`src/rtl/mode_sequencer_if.sv`:
```
// rtl/mode_sequencer_if.sv - button, loader-status and memory-ownership control bundle
//
// Signals:
//   work_btn  : raw asynchronous request to enter WORK mode
//   uart_btn  : raw asynchronous request to enter UART mode
//   uart_done : level from the UART loader, download complete
//   mode      : 1 = WORK (CPU owns memories), 0 = UART (loader owns memories)
//   cpu_en    : CPU clock-enable
//   cpu_rst   : CPU reset
//   uart_rst  : UART loader reset
//   loaded    : high while in LOADED
//   state_o   : encoded sequencer state for MMIO status
// Modports:
//   master : the sequencer (drives the control outputs)
//   slave  : the system side (drives buttons and uart_done)
interface mode_sequencer_if;
    logic       work_btn;
    logic       uart_btn;
    logic       uart_done;
    logic       mode;
    logic       cpu_en;
    logic       cpu_rst;
    logic       uart_rst;
    logic       loaded;
    logic [2:0] state_o;

    modport master (
        input  work_btn, uart_btn, uart_done,
        output mode, cpu_en, cpu_rst, uart_rst, loaded, state_o
    );

    modport slave (
        output work_btn, uart_btn, uart_done,
        input  mode, cpu_en, cpu_rst, uart_rst, loaded, state_o
    );
endinterface

```
`src/rtl/mode_sequencer.sv`:
```
// rtl/mode_sequencer.sv - WORK/UART memory-ownership sequencer with debounced buttons
//
// Ports:
//   clk : single clock for all logic
//   rst : synchronous active-high reset
//   bus : mode_sequencer_if.master (buttons, uart_done in; mode, cpu_en,
//         cpu_rst, uart_rst, loaded, state_o out, all registered)
module mode_sequencer #(
    parameter int DEBOUNCE_CYCLES = 16,
    parameter int CPU_EN_DELAY    = 256,
    parameter int DRAIN_CYCLES    = 4
) (
    input  logic               clk,
    input  logic               rst,
    mode_sequencer_if.master   bus
);

    typedef enum logic [2:0] {
        S_START  = 3'd0,
        S_RUN    = 3'd1,
        S_DRAIN  = 3'd2,
        S_UART   = 3'd3,
        S_LOADED = 3'd4,
        S_SWITCH = 3'd5
    } state_t;

    // START and DRAIN are never active together, so one counter serves both.
    localparam int CNT_MAX = (CPU_EN_DELAY > DRAIN_CYCLES) ? CPU_EN_DELAY : DRAIN_CYCLES;
    localparam int CNT_W   = $clog2(CNT_MAX + 1);
    localparam int DB_W    = $clog2(DEBOUNCE_CYCLES + 1);

    // Index 0 = work button, index 1 = uart button.
    logic [1:0]      btn_raw;
    logic [1:0]      sync1;
    logic [1:0]      sync2;
    logic [DB_W-1:0] db_cnt [2];
    logic [1:0]      press;

    state_t          state;
    state_t          state_d;
    logic [CNT_W-1:0] cnt;

    assign btn_raw = {bus.uart_btn, bus.work_btn};

    // The pulse coincides with the edge on which the stability counter
    // reaches DEBOUNCE_CYCLES; saturation keeps it from firing again until
    // the level drops and the counter clears.
    always_comb begin
        press = 2'b00;
        for (int i = 0; i < 2; i++) begin
            press[i] = sync2[i] && (db_cnt[i] == DB_W'(DEBOUNCE_CYCLES - 1));
        end
    end

    always_ff @(posedge clk) begin
        if (rst) begin
            sync1 <= 2'b00;
            sync2 <= 2'b00;
            for (int i = 0; i < 2; i++) begin
                db_cnt[i] <= '0;
            end
        end else begin
            sync1 <= btn_raw;
            sync2 <= sync1;
            for (int i = 0; i < 2; i++) begin
                if (!sync2[i]) begin
                    db_cnt[i] <= '0;
                end else if (db_cnt[i] != DB_W'(DEBOUNCE_CYCLES)) begin
                    db_cnt[i] <= db_cnt[i] + DB_W'(1);
                end
            end
        end
    end

    // Next-state decision; a work press always outranks a uart press.
    always_comb begin
        state_d = S_SWITCH;
        case (state)
            S_START:  state_d = (cnt == CNT_W'(CPU_EN_DELAY - 1)) ? S_RUN : S_START;
            S_RUN:    state_d = press[1] ? S_DRAIN : S_RUN;
            S_DRAIN: begin
                if (press[0])
                    state_d = S_START;
                else if (cnt == CNT_W'(DRAIN_CYCLES - 1))
                    state_d = S_UART;
                else
                    state_d = S_DRAIN;
            end
            S_UART: begin
                if (press[0])
                    state_d = S_SWITCH;
                else if (bus.uart_done)
                    state_d = S_LOADED;
                else
                    state_d = S_UART;
            end
            S_LOADED: begin
                if (press[0])
                    state_d = S_SWITCH;
                else if (press[1])
                    state_d = S_UART;
                else
                    state_d = S_LOADED;
            end
            S_SWITCH: state_d = S_START;
            default:  state_d = S_SWITCH;
        endcase
    end

    // Outputs are registered from the next state so they always match the
    // state register one cycle later, with no input-to-output path.
    always_ff @(posedge clk) begin
        if (rst) begin
            state       <= S_START;
            cnt         <= '0;
            bus.mode     <= 1'b1;
            bus.cpu_en   <= 1'b0;
            bus.cpu_rst  <= 1'b1;
            bus.uart_rst <= 1'b1;
            bus.loaded   <= 1'b0;
            bus.state_o  <= S_START;
        end else begin
            state       <= state_d;
            bus.state_o <= state_d;
            // Counting only while dwelling in START or DRAIN means every
            // entry into either state begins from zero.
            if ((state_d == state) && ((state == S_START) || (state == S_DRAIN)))
                cnt <= cnt + CNT_W'(1);
            else
                cnt <= '0;

            case (state_d)
                S_START:  {bus.mode, bus.cpu_en, bus.cpu_rst, bus.uart_rst, bus.loaded} <= 5'b10010;
                S_RUN:    {bus.mode, bus.cpu_en, bus.cpu_rst, bus.uart_rst, bus.loaded} <= 5'b11010;
                S_DRAIN:  {bus.mode, bus.cpu_en, bus.cpu_rst, bus.uart_rst, bus.loaded} <= 5'b10010;
                // Returning from LOADED restarts the loader with a one-cycle reset.
                S_UART:   {bus.mode, bus.cpu_en, bus.cpu_rst, bus.uart_rst, bus.loaded} <=
                              {4'b0010, 1'b0} | {3'b000, (state == S_LOADED), 1'b0};
                S_LOADED: {bus.mode, bus.cpu_en, bus.cpu_rst, bus.uart_rst, bus.loaded} <= 5'b00101;
                default:  {bus.mode, bus.cpu_en, bus.cpu_rst, bus.uart_rst, bus.loaded} <= 5'b10110;
            endcase
        end
    end

endmodule

```
`src/flat_wrapper.sv`:
```
// flat-port wrapper written by rule: the top's interface ports become plain ports
module mode_sequencer_flat 
#(
    parameter int DEBOUNCE_CYCLES = 16,
    parameter int CPU_EN_DELAY    = 256,
    parameter int DRAIN_CYCLES    = 4
)
  (clk, rst, bus_work_btn, bus_uart_btn, bus_uart_done, bus_mode, bus_cpu_en, bus_cpu_rst, bus_uart_rst, bus_loaded, bus_state_o);
  mode_sequencer_if bus_i ();
  input  logic clk;
  input  logic rst;
  input wire logic [$bits(bus_i.work_btn)-1:0] bus_work_btn;
  input wire logic [$bits(bus_i.uart_btn)-1:0] bus_uart_btn;
  input wire logic [$bits(bus_i.uart_done)-1:0] bus_uart_done;
  output wire logic [$bits(bus_i.mode)-1:0] bus_mode;
  output wire logic [$bits(bus_i.cpu_en)-1:0] bus_cpu_en;
  output wire logic [$bits(bus_i.cpu_rst)-1:0] bus_cpu_rst;
  output wire logic [$bits(bus_i.uart_rst)-1:0] bus_uart_rst;
  output wire logic [$bits(bus_i.loaded)-1:0] bus_loaded;
  output wire logic [$bits(bus_i.state_o)-1:0] bus_state_o;
  assign bus_i.work_btn = bus_work_btn;
  assign bus_i.uart_btn = bus_uart_btn;
  assign bus_i.uart_done = bus_uart_done;
  assign bus_mode = bus_i.mode;
  assign bus_cpu_en = bus_i.cpu_en;
  assign bus_cpu_rst = bus_i.cpu_rst;
  assign bus_uart_rst = bus_i.uart_rst;
  assign bus_loaded = bus_i.loaded;
  assign bus_state_o = bus_i.state_o;
  mode_sequencer #(.DEBOUNCE_CYCLES(DEBOUNCE_CYCLES), .CPU_EN_DELAY(CPU_EN_DELAY), .DRAIN_CYCLES(DRAIN_CYCLES)) u_core (.clk(clk), .rst(rst), .bus(bus_i));
endmodule
```
`config.mk`:
```
export PLATFORM = sky130hd
export DESIGN_NAME = mode_sequencer_flat
export DESIGN_NICKNAME = d
export VERILOG_FILES = /design/src/rtl/mode_sequencer_if.sv /design/src/rtl/mode_sequencer.sv /design/src/flat_wrapper.sv
export SDC_FILE = /design/constraint.sdc
export NUM_CORES = 1
export LEC_CHECK = 0
export BUFFER_PORTS_ARGS = -buffer_cell sky130_fd_sc_hd__buf_2
export CORE_MARGIN = 1
export CORE_UTILIZATION = 52
export CTS_CLUSTER_DIAMETER = 40
export DETAILED_ROUTE_END_ITERATION = 8
export GPL_TIMING_DRIVEN = 0
export PLACE_DENSITY_LB_ADDON = 0.1
export SETUP_SLACK_MARGIN = 0.15
export SYNTH_ARGS = -nofsm -noshare
export SYNTH_HDL_FRONTEND = slang
export SYNTH_SLANG_ARGS = --single-unit
```
`constraint.sdc`:
```
create_clock -name clk -period 1.8 [get_ports clk]
set_input_delay 0.27 -clock clk [delete_from_list [all_inputs] [get_ports clk]]
set_output_delay 0.27 -clock clk [all_outputs]
set_load 0.05 [all_outputs]
```
==> results.ini <==
[worst_setup_path]
reg2reg_from = u_core.db_cnt[0][0]
startpoint_type = flop
startpoint = u_core.db_cnt[0][0]
endpoint_kind = flop
required_ns = 2.05
crit_path_max_fanout = 10
arrival_ns = 2.13
worst-setup-path-type = flop to flop

[global_routing]
top_usage_layer = met2
grt_max_degree = 11
grt_pass1_wl_um = 4940
gr-total-overflow = 0
gr-usage-all-layers_pct = 20.08
use_met3_pct = 4.989
antenna_found_initial = 0
use_met2_pct = 31.23
grt_pass1_vias = 1099
met1_usage_pct = 26.27

[synthesis]
synth_simple_gate_area_share_pct = 26.88
synth_fa_ha_area_share_pct = 6.270
synth_top_family_by_area = simple AND/OR/NAND/NOR gates
synth_top_area_share_pct = 26.33
yosysWarnings = 0
yosysMostFrequentCell = dfxtp_1
syn_area_um2 = 1597
async_reset_ff_share_pct = 0
postSynthCellCount = 149
synth-compound-area-share_pct = 8.856
synth_top_area_cell = dfxtp_1
yosys-top-cells-count = dfxtp_1 (21), nor2_1 (12), inv_1 (11)
syn-num-nets = 162
synth-edff-count = 10
synth_seq_cells = 31
synthXorXnorAreaFrac_pct = 5.486
muxShareOfSynthArea_pct = 1.254
synth.area.top_cells = dfxtp_1 (26%), edfxtp_1 (19%), ha_1 (6.3%), nor3_2 (6.3%), xnor2_1 (3.3%)
ys_types = 44
avgSynthCellArea_um2 = 10.71
synth-main-ff-cell = dfxtp_1
yosysSeqAreaShare_pct = 45.14

[worst_hold_path]
worstHoldStart = bus_work_btn
hold_class = primary input to flop

[route]
drt_iter0_drc = 29
routedWlPerCell_um = 14.16
wl_um = 2973
antenna_left = 0
vias = 1154
via_per_inst = 5.495
drc = 0
drtPass1Iterations = 4

[cts]
clockRootBuffer = clkbuf_4
cts_sinks = 31
worstSkewPairLatency_ns = 0.33
cts_max_path_buffers = 2
numCtsBuffers = 5
holdBufCountCts = 0
cts_tree = done
path_clk_slew_ns = 0.10
cts_htree_levels = 2

[timing]
hold_viol = 0
rsz0062_at_grt = true
finalClockSkew_ns = 0.007152
fmax_mhz = 534.0
finalSetupViolCount = 14
whs_ns = 0.1422
fin_crit_sh_pct = 104.0
slew_viol_final = 0
fin_ws_ns = -0.07250
tightest_slew_ns = 0.5231
period_minus_slack_ns = 1.873
max_slew_margin_pct = 65.13

[finish]
stdcell_count = 210
syn2layout_area_growth_pct = 23.59
seqCellArea_um2 = 728.2
fill_cells = 224
drive_gt1_share_pct = 41.90
final_nets = 191
multi_input_area_um2 = 904.6
diodes = 0

[die]
start_util_pct = 56.44
io_pins = 13
rows = 19
die_y_um = 57.41
die_area_um2 = 3296
core_area_um2 = 2829
die_width_um = 57.41

[placed_design]
post-place-cells = 191
place_ws_ns = -0.1527
io_buffers = 11
gp_congestion = 0.7758
place.detailed.hpwl_um = 2027

[pwr]
peakVddDrop_mv = 0.4977
p_per_area_nw_per_um2 = 599.3
p_leak_nw = 0.7271
total_power_mw = 1.183

[job]
max_cap_violations = 0

[run_status]
violations = negative setup slack
status = complete, but fails checks

## metal layers
| metal | routed length [µm] | up-vias | part of all wire [%] |
|---|---|---|---|
| met5 | 0 | - | 0 |
| met4 | 45 | 0 | 1.5 |
| met3 | 81 | 5 | 2.7 |
| met2 | 1447 | 13 | 49 |
| met1 | 1399 | 554 | 47 |
| li1 | - | 582 | - |
## sequential cells by signal, indices dropped and copies added (netlist names), 2 cells and up
| register | flops |
|---|---|
| u_core.cnt | 9 |
| u_core.bus.state_o | 3 |
| u_core.sync2 | 2 |
| u_core.db_cnt | 10 |
| u_core.sync1 | 2 |
## cells in the final DEF (no fill, tap or decap), types with 2 or more instances in the layout
cell type / Yosys / routed
xnor2_1: 6 / 6
inv_1: 11 / 10
clkinv_2: 0 / 3
buf_4: 1 / 10
ha_2: 0 / 2
nand3b_1: 2 / 2
ha_4: 0 / 4
ha_1: 8 / 2
nand2_2: 0 / 3
a21oi_2: 1 / 2
nor4_1: 2 / 2
nor3_2: 10 / 11
buf_6: 4 / 5
xor2_1: 4 / 4
edfxtp_1: 10 / 10
dfxtp_1: 21 / 17
nor3_1: 4 / 2
nor2_1: 12 / 12
nand3_1: 8 / 8
nand2_1: 9 / 6
clkbuf_4: 0 / 5
and2_4: 1 / 2
mux2i_1: 2 / 2
buf_2: 0 / 11
nor2b_1: 4 / 4
dfxtp_2: 0 / 3
a211o_1: 2 / 2
and3_4: 0 / 2
## path summary, 6_finish.rpt
check / endpoint / slack [ns] / cells after the start
worst max-delay path: u_core.cnt[5] / -0.07 / 8
worst max register to register: u_core.cnt[5] / -0.07 / 8
worst min register to register: u_core.cnt[0] / 0.46 / 1
worst min-delay path: u_core.sync1[0] / 0.14 / 2
## worst max-delay path, stage by stage (launching register included)
cell      delay [ns]
edfxtp_1        0.41
ha_2            0.20
and3_4          0.18
ha_4            0.16
and2_4          0.16
o221ai_4        0.15
nand4_4         0.17
buf_8           0.19
nor3_2          0.18
## cell type report
class | count | area share [%]
Buffer | 6 | 3.044
Clock buffer | 5 | 1.902
Clock inverter | 3 | 0.7609
Inverter | 11 | 2.219
Multi-Input combinational cell | 101 | 45.85
Sequential cell | 31 | 36.91
Tap cell | 31 | 1.966
Timing Repair Buffer | 22 | 7.356
## kinds of logic after synthesis
| family | after synthesis |
|---|---|
| compound gates | 14 |
| xor+xnor | 10 |
| fa+ha+maj | 8 |
| buf+inv | 17 |
| flops | 31 |
| mux | 2 |
| simple gates | 67 |
## report_power, final
part	total, mW	switching, mW	internal (mW)
registers	0.744	0.0133	0.730
logic	0.0615	0.0343	0.0272
clock network	0.377	0.232	0.145
total	1.18	0.280	0.903
## stage by stage
stage                     cell area, µm²  setup TNS (ns)  util (%)
final                               1973         -0.6193     69.75
after global routing                1973          -2.136     69.75
after CTS                           1894         -0.5943     66.96
after detailed placement            1725          -1.674     60.99
after global placement              1725         -0.9874     60.99
after floorplan                     1632       -0.003651         -
## what timing repair did
| action | CTS | global route |
|---|---|---|
| gates resized for setup | 13 | 11 |
| gates cloned | 0 | 0 |
| pin swaps | 10 | 6 |
| setup endpoints to repair | 17 | 36 |
| setup buffers | 7 | 4 |
Note: power is estimated with default switching activity, not from simulation.
